File: src/rtl/cs_common_pkg.sv
// Shared types for the co-simulation fringe clocking blocks.
package cs_common;
  localparam int unsigned CS_N_CLK_MAX = 4;

  typedef enum logic [1:0] {
    CS_CK_PARK,
    CS_CK_RUN,
    CS_CK_STALL,
    CS_CK_DRAIN
  } cs_ck_state_t;

  typedef logic [15:0] cs_edge_cnt_t;
endpackage

File: src/rtl/cs_clk_chan.sv
// One mission-clock channel: run/stall/drain FSM, half-period divider,
// rising-edge counter and freeze watchdog.
module cs_clk_chan
  import cs_common::*;
#(
  parameter int unsigned      CNT_W       = 8,
  parameter logic [CNT_W-1:0] HALF_PER    = CNT_W'(2),
  parameter logic [15:0]      FRZ_TIMEOUT = 16'd10000
) (
  input  logic        clk_i,
  input  logic        rst_ni,
  input  logic        en_i,
  input  logic        freeze_clk,
  output logic        clk_h_o,
  output logic        rise_o,
  output logic        frozen_o,
  output logic [15:0] edge_cnt_o,
  output logic        frz_timeout_o
);
  localparam logic [CNT_W-1:0] LAST = HALF_PER - CNT_W'(1);

  cs_ck_state_t     state, nxt;
  logic [CNT_W-1:0] cnt;
  logic [15:0]      frz_cnt, frz_inc;
  cs_edge_cnt_t     edge_q;
  logic             cnt_en, wrap;

  always_ff @(posedge clk_i or negedge rst_ni) begin
    if (!rst_ni) state <= CS_CK_PARK;
    else         state <= nxt;
  end

  always_comb begin
    nxt = state;
    unique case (state)
      CS_CK_PARK:  if (en_i) nxt = CS_CK_RUN;
      CS_CK_RUN: begin
        if (freeze_clk) nxt = CS_CK_STALL;
        else if (!en_i) nxt = (clk_h_o && !wrap) ? CS_CK_DRAIN : CS_CK_PARK;
      end
      CS_CK_STALL: if (!freeze_clk) nxt = CS_CK_RUN;
      CS_CK_DRAIN: begin
        if (freeze_clk) nxt = CS_CK_STALL;
        else if (wrap)  nxt = CS_CK_PARK;
      end
      default: nxt = CS_CK_PARK;
    endcase
  end

  // Freeze is a registered response: the edge that first samples it still
  // counts, and the edge that samples its release counts again, so the
  // interrupted phase keeps exactly HALF_PER counting edges.
  always_comb begin
    cnt_en = 1'b0;
    unique case (state)
      CS_CK_RUN:   cnt_en = en_i || clk_h_o;
      CS_CK_DRAIN: cnt_en = 1'b1;
      CS_CK_STALL: cnt_en = !freeze_clk && (en_i || clk_h_o);
      default:     cnt_en = 1'b0;
    endcase
  end

  assign wrap    = cnt_en && (cnt == LAST);
  assign frz_inc = frz_cnt + 16'd1;

  always_ff @(posedge clk_i or negedge rst_ni) begin
    if (!rst_ni) begin
      cnt           <= '0;
      clk_h_o       <= 1'b0;
      rise_o        <= 1'b0;
      frozen_o      <= 1'b0;
      edge_q        <= '0;
      frz_cnt       <= '0;
      frz_timeout_o <= 1'b0;
    end else begin
      rise_o   <= wrap && !clk_h_o;
      frozen_o <= (nxt == CS_CK_STALL);
      if (nxt == CS_CK_PARK) cnt <= '0;
      else if (wrap)         cnt <= '0;
      else if (cnt_en)       cnt <= cnt + CNT_W'(1);
      if (wrap) clk_h_o <= !clk_h_o;
      if (wrap && !clk_h_o) edge_q <= edge_q + 16'd1;
      if (nxt == CS_CK_STALL) begin
        if (frz_cnt != '1) begin
          frz_cnt <= frz_inc;
          if (frz_inc == FRZ_TIMEOUT) frz_timeout_o <= 1'b1;
        end
      end else begin
        frz_cnt <= '0;
      end
    end
  end

  assign edge_cnt_o = edge_q;
endmodule

File: src/rtl/cs_mission_clk_gen.sv
// Target-side mission-clock generator: N_CLK independent divided clocks
// with per-channel freeze back-pressure from the fringe interface.
module cs_mission_clk_gen
  import cs_common::*;
#(
  parameter int unsigned            N_CLK       = 4,
  parameter int unsigned            CNT_W       = 8,
  parameter logic [N_CLK*CNT_W-1:0] HALF_PER    = {8'd8, 8'd6, 8'd4, 8'd2},
  parameter logic [15:0]            FRZ_TIMEOUT = 16'd10000
) (
  input  logic                clk_i,
  input  logic                rst_ni,
  input  logic                en_i,
  input  logic [N_CLK-1:0]    freeze_clk,
  output logic [N_CLK-1:0]    clk_h_o,
  output logic [N_CLK-1:0]    rise_o,
  output logic [N_CLK-1:0]    frozen_o,
  output logic [N_CLK*16-1:0] edge_cnt_o,
  output logic [N_CLK-1:0]    frz_timeout_o
);
  if (N_CLK < 1 || N_CLK > CS_N_CLK_MAX) begin : g_bad_n
    $error("cs_mission_clk_gen: N_CLK=%0d out of range", N_CLK);
  end

  for (genvar k = 0; k < N_CLK; k++) begin : g_ch
    localparam logic [CNT_W-1:0] HP = HALF_PER[k*CNT_W +: CNT_W];

    // A half-period below 2 lets the clock fall before a fringe freeze lands.
    if (HP < 2) begin : g_bad_hp
      $error("cs_mission_clk_gen: HALF_PER[%0d]=%0d, must be >= 2", k, HP);
    end

    cs_clk_chan #(
      .CNT_W      (CNT_W),
      .HALF_PER   (HP),
      .FRZ_TIMEOUT(FRZ_TIMEOUT)
    ) u_chan (
      .clk_i        (clk_i),
      .rst_ni       (rst_ni),
      .en_i         (en_i),
      .freeze_clk   (freeze_clk[k]),
      .clk_h_o      (clk_h_o[k]),
      .rise_o       (rise_o[k]),
      .frozen_o     (frozen_o[k]),
      .edge_cnt_o   (edge_cnt_o[k*16 +: 16]),
      .frz_timeout_o(frz_timeout_o[k])
    );
  end
endmodule

File: config.mk
export PLATFORM = sky130hd
export DESIGN_NAME = cs_mission_clk_gen
export DESIGN_NICKNAME = d
export VERILOG_FILES = /design/src/rtl/cs_common_pkg.sv /design/src/rtl/cs_clk_chan.sv /design/src/rtl/cs_mission_clk_gen.sv
export SDC_FILE = /design/constraint.sdc
export NUM_CORES = 1
export LEC_CHECK = 0
export BUFFER_PORTS_ARGS = -buffer_cell sky130_fd_sc_hd__buf_2
export CAP_MARGIN = 20
export CORE_MARGIN = 10
export CORE_UTILIZATION = 25
export CTS_BUF_LIST = sky130_fd_sc_hd__clkbuf_4 sky130_fd_sc_hd__clkbuf_8 sky130_fd_sc_hd__clkbuf_16
export CTS_CLUSTER_SIZE = 40
export DETAILED_ROUTE_END_ITERATION = 7
export GPL_ROUTABILITY_DRIVEN = 0
export SYNTH_ARGS = -nofsm -noshare
export SYNTH_HDL_FRONTEND = slang
export SYNTH_HIERARCHICAL = 1
export SYNTH_SLANG_ARGS = --single-unit
File: constraint.sdc
create_clock -name clk_i -period 5.6 [get_ports clk_i]
set_input_delay 0 -clock clk_i [delete_from_list [all_inputs] [get_ports clk_i]]
set_output_delay 0 -clock clk_i [all_outputs]
set_load 0.05 [all_outputs]
# Yosys cells after proc, flatten, opt, wreduce, memory -nomap -nowiden
# Cells that the tools add are included.
# classes
mux	56
add_sub_neg	12
n_reduce_logical	48
n_eq_ne	32
# op_table
op	n
adder 16 x 1 -> 16 bit, second input constant	8
two-way mux 16 bit	8
two-way mux 8 bit	12
equality test 16 x 14 -> 1 bit, second input constant	4
inequality test 16 bit, second input constant	4
two-way mux 2 bit	28
adder 8 x 1 -> 8 bit, second input constant	4
one-hot mux 2 bit (4 select lines)	4
equality test 2 bit, second input constant	12
equality test 8 x 3 -> 1 bit, second input constant	2
logical AND 1 bit	16
zero test 2 bit	8
zero test 1 bit	12
one-hot mux 1 bit (3 select lines)	4
AND reduction 3 bit	4
nonzero test 3 bit	4
equality test 2 x 1 -> 1 bit, second input constant	4
equality test 8 x 1 -> 1 bit, second input constant	1
equality test 8 x 2 -> 1 bit, second input constant	1
inequality test 2 bit, second input constant	4
logical OR 1 bit	4
# totals
input_bits	7
reg_bits	184
word_cells	180
out_inout_bits	80

# Logic depth before layout (Yosys ltp)
# logic_depth
depth_word	12
ltp_mapped	7
ltp_nobuf	7

# Cells and area by module
# The synthesis kept the hierarchy.
# by_module_without_submodules
module	seq_area_each_um2	cells_per_inst	area_each_um2	n_inst
cs_clk_chan at g_ch[3].u_chan	1151.1	243	2453.6	1
cs_clk_chan at g_ch[1].u_chan	1151.1	234	2431.1	1
cs_clk_chan at g_ch[2].u_chan	1151.1	236	2408.6	1
cs_clk_chan at g_ch[0].u_chan	1151.1	228	2351.0	1

# Least setup slack after synthesis
# OpenSTA, ideal clock, no wires.
# synth_timing
path_type	reg-to-reg
startpoint	register g_ch[0].u_chan.clk_h_o
endpoint	register g_ch[0].u_chan.edge_q[13]
synth_period_minus_slack_ns	2.199
path_stages_with_launch	7
required_time_ns	5.458
setup_time_ns	0.142
setup_slack_ns	3.401
arrival_ns	2.058
n_path_buf	1
path_cell_list	dfrtp_1 -> clkbuf_1 -> o22ai_2 -> a21o_1 -> nor4_4 -> nand3_1 -> xnor2_1
# synth_between
elab_chain_len	5
elab_cells_between_ends	6
cone_classes	1 x mux; 5 x reduce/logical
# synth_rtl
item	line	rtl
start: declaration	cs_clk_chan.sv:14	output logic clk_h_o,
start signal: assignment	cs_clk_chan.sv:81	if (wrap) clk_h_o <= !clk_h_o;
logical OR 1 bit	cs_clk_chan.sv:56, cs_clk_chan.sv:58	
logical AND 1 bit	cs_clk_chan.sv:58	CS_CK_STALL: cnt_en = !freeze_clk && (en_i || clk_h_o);
one-hot mux 1 bit (3 select lines)	cs_clk_chan.sv:55	unique case (state)
logical AND 1 bit	cs_clk_chan.sv:63	assign wrap = cnt_en && (cnt == LAST);
logical AND 1 bit (*)	cs_clk_chan.sv:82	if (wrap && !clk_h_o) edge_q <= edge_q + 16'd1;
end signal: assignment	cs_clk_chan.sv:82	
end: declaration	cs_clk_chan.sv:25	cs_edge_cnt_t edge_q;
# Every way passes the cells marked *; elsewhere a longest branch is shown, timed or not.
# A chain may end at the register's enable or synchronous reset.

# Final worst setup path
# layout_timing
startpoint	register g_ch[2].u_chan.frz_cnt[0]
endpoint	register g_ch[2].u_chan.frz_cnt[0]
# layout_between
elab_chain_len	3
elab_cells_between_ends	5
cone_classes	1 x add/sub; 2 x eq/ne; 2 x mux
# layout_rtl
item	line	rtl
start: declaration	cs_clk_chan.sv:24	logic [15:0] frz_cnt, frz_inc;
start signal: assignment	cs_clk_chan.sv:85	frz_cnt <= frz_inc;
adder 16 x 1 -> 16 bit	cs_clk_chan.sv:64	assign frz_inc = frz_cnt + 16'd1;
two-way mux 16 bit	cs_clk_chan.sv:84	if (frz_cnt != '1) begin
two-way mux 16 bit	cs_clk_chan.sv:83	if (nxt == CS_CK_STALL) begin
# Parallel ways exist; a longest one is shown, timed or not. The select of a mux whose other input is x is not followed.

==> metrics.yaml <==
status: "complete, no violations"
reg2reg_depth: 6
initial_core_util_pct: 25.5
wl_met2_um: 10200
dp.cells: 1513
syn_to_final_growth_pct: 16.8
ys_types: 82
highest_layer: "met4"
worst-setup-path-type: "reg2reg"
fin_util_pct: 29.8
endpoint_kind: "register"
cts_buffers: 17
min_path_type: "in2async"
path_buf_inv: 0
wl_met1_um: 9850
period_needed_ps: 2340
post_cts_buffers: 0
synth_flop_cell: "dfrtp_1"
grt_usage_pct: 9.40
io_buffer_count: 86
cap_violations: 0
finalSetupTns_ps: 0
clk_latency_ps: 450
die_h_um: 216
worstPathArrival_ps: 2660
synth_edf_count: 0
fmax_mhz: 427
ant_nets: 0
dr_total_vias: 7137
synth_commonest_cells: "184 x dfrtp_1, 89 x xnor2_1, 80 x a21oi_1"
grt_pass1_wl_um: 36600
synth_fp_nets: 966
cts_sinks: 184
synth-async-reset-ratio_pct: 100
synth.avg_cell_area_um2: 10.2
regArea_um2: 4600
dieWidth_um: 216
dp_hpwl_um: 15000
dr.pass1.iters: 4
instances_no_fill: 1550
fin_crit_sh_pct: 41.8
overflow: 0
grt_pass1_vias: 7205
route.detailed.drc: 0
tightest_slew_ps: 916
multi_input_area_um2: 4810
crit_required_ps: 5920
antenna_found_initial: 0
antenna_cells: 0
worstPathMaxFanout: 14
yosysTopAreaCell: "dfrtp_1"
met3_length_um: 1180
max_stage_delay_ps: 510
nets: 1051
ys.warnings.count: 6
grt_start_max_net_pins: 74
maxSlewHeadroom_pct: 38.4
dieArea_um2: 46800
rsz0062_at_grt: "false"
setup_violations: 0
via_per_inst: 4.60
placementRows: 71
netlist_instances: 941
drive_above_1_share_pct: 17.1
final_max_slew_viol_count: 0
drt_iter0_drc: 357
clk_pin_slew_ps: 70
synth.area.top_cells: "dfrtp_1 48%, xnor2_1 8.1%, a21oi_1 4.2%"
ir_drop_mv: 0.164
htreeDepth: 4
root_buffer: "clkbuf_16"
path_depth: 6
yosysTopAreaCellShare_pct: 47.7
slowest_stage: "nand3_1"
core_area_um2: 37800
fin_skew_ps: 11.8
synth.most_common_cell: "dfrtp_1"
path_cells: "ha_1, nand4_2, nor4_4, nand3_1, xnor2_1, nor2_1"
num_io_pins: 87
critPathLaunchType: "register"
cts_tree: "done"
ys_ff_latch: 184
hold_viol: 0
clockBufferDepth: 2
drt-wirelength-per-cell_um: 13.9
synth-seq-area-share_pct: 47.7
syn_area_um2: 9640
n_fill_cell: 4025
p_leak_nw: 4.95
drt-total-wl_um: 21500
power_density_nw_per_um2: 346
cp_top_family: "simple AND/OR/NAND/NOR gates"
==> area by class of cell <==
class,count,share of cell area (%)
Timing Repair Buffer,97,4.74
Clock buffer,20,4.03
Multi-Input combinational cell,702,42.7
Sequential cell,184,40.9
Inverter,24,0.800
Tap cell,511,5.68
Clock inverter,12,1.14
==> power by group <==
group | total, W | switching (W) | leakage, nW | internal (W)
clock network | 0.00122 | 0.000571 | 0.284 | 0.000651
registers | 0.00168 | 0.000220 | 2.50 | 0.00147
logic | 0.000986 | 0.000669 | 2.17 | 0.000317
total | 0.00389 | 0.00146 | 4.95 | 0.00243
==> through the flow <==
step / area, µm² / hold WS, ps / setup slack (ps) / power (W)
after floorplan: 9640 / -296 / 3400 / 0.00244
after global placement: 10600 / 18.3 / 3340 / 0.00268
after detailed placement: 10600 / 14.9 / 3270 / 0.00270
after CTS: 11300 / 94.5 / 3250 / 0.00395
after global routing: 11300 / 132 / 3020 / 0.00414
final: 11300 / 105 / 3260 / 0.00389
==> cell families (layout without fill, tap and decap cells) <==
| logic type | count (synthesis) | count (layout) | share of synthesized area [%] |
|---|---|---|---|
| multiplexers | 23 | 23 | 2.46 |
| AO/OA/AOI/OAI | 163 | 163 | 11.7 |
| XOR/XNOR | 133 | 133 | 12.1 |
| buffers and inverters | 55 | 153 | 2.35 |
| adder cells (fa/ha/maj) | 18 | 18 | 2.34 |
| flip-flops | 184 | 184 | 47.7 |
| AND/OR/NAND/NOR | 365 | 365 | 21.4 |
==> metal layers <==
| layer | vias up | track usage [%] |
|---|---|---|
| li1 | 3522 | - |
| met1 | 3507 | 11.4 |
| met2 | 85 | 15.0 |
| met3 | 23 | 3.25 |
| met4 | 0 | 3.59 |
| met5 | - | 0 |
==> path summary, 6_finish.rpt <==
kind	startpoint	to	slack [ps]
worst max-delay path	g_ch[2].u_chan/frz_cnt[0]	g_ch[2].u_chan/frz_cnt[0]	3260
worst min-delay path	rst_ni	g_ch[1].u_chan/edge_cnt_o[12]	110
worst max register to register	g_ch[2].u_chan/frz_cnt[0]	g_ch[2].u_chan/frz_cnt[0]	3260
worst min register to register	g_ch[0].u_chan/edge_cnt_o[15]	g_ch[0].u_chan/edge_cnt_o[15]	470
max in group asynchronous	rst_ni	g_ch[0].u_chan/frz_cnt[3]	4150
min in group clk_i	en_i	g_ch[3].u_chan/state[0]	160
==> placed cells by master, fill, tap and decap left out, types with 4 or more instances in the layout <==
master and n:
a211oi_1 10, a21oi_1 80, and2_1 8, and3_1 32
and4_1 9, buf_2 85, buf_4 6, clkbuf_16 17
dfrtp_1 184, dlygate4sd3_1 5, ha_1 18, inv_1 24
inv_6 6, mux2_2 6, mux2i_1 17, nand2_1 71
nand2b_1 7, nand3_1 44, nand3b_1 4, nand4_1 33
nand4_2 4, nor2_1 78, nor2b_1 7, nor3_1 15
nor3b_1 4, nor4_1 5, nor4_4 4, o21ai_0 12
o21ai_1 4, o31ai_1 8, or2_2 5, or3_1 7
xnor2_1 89, xor2_1 44
==> sequential cells by signal, indices dropped and copies added, names as in the netlist <==
register,count
g_ch.u_chan/rise_o,4
g_ch.u_chan/edge_cnt_o,64
g_ch.u_chan/frz_timeout_o,4
g_ch.u_chan/state,8
g_ch.u_chan/frozen_o,4
g_ch.u_chan/frz_cnt,64
g_ch.u_chan/cnt,32
g_ch.u_chan/clk_h_o,4
==> worst reg2reg max path, stage by stage (launching register included) <==
cell and delay (ps):
dfrtp_1 450, ha_1 300, nand4_2 240, nor4_4 330
nand3_1 510, xnor2_1 340, nor2_1 70
==> what timing repair did <==
action | 4_1_cts | 5_1_grt
endpoints found under the setup margin | 0 | 0
hold buffers | 5 | 0
resized for setup | 0 | 0
endpoints found under the hold margin | 68 | 0
(Power assumes the default switching activity.)
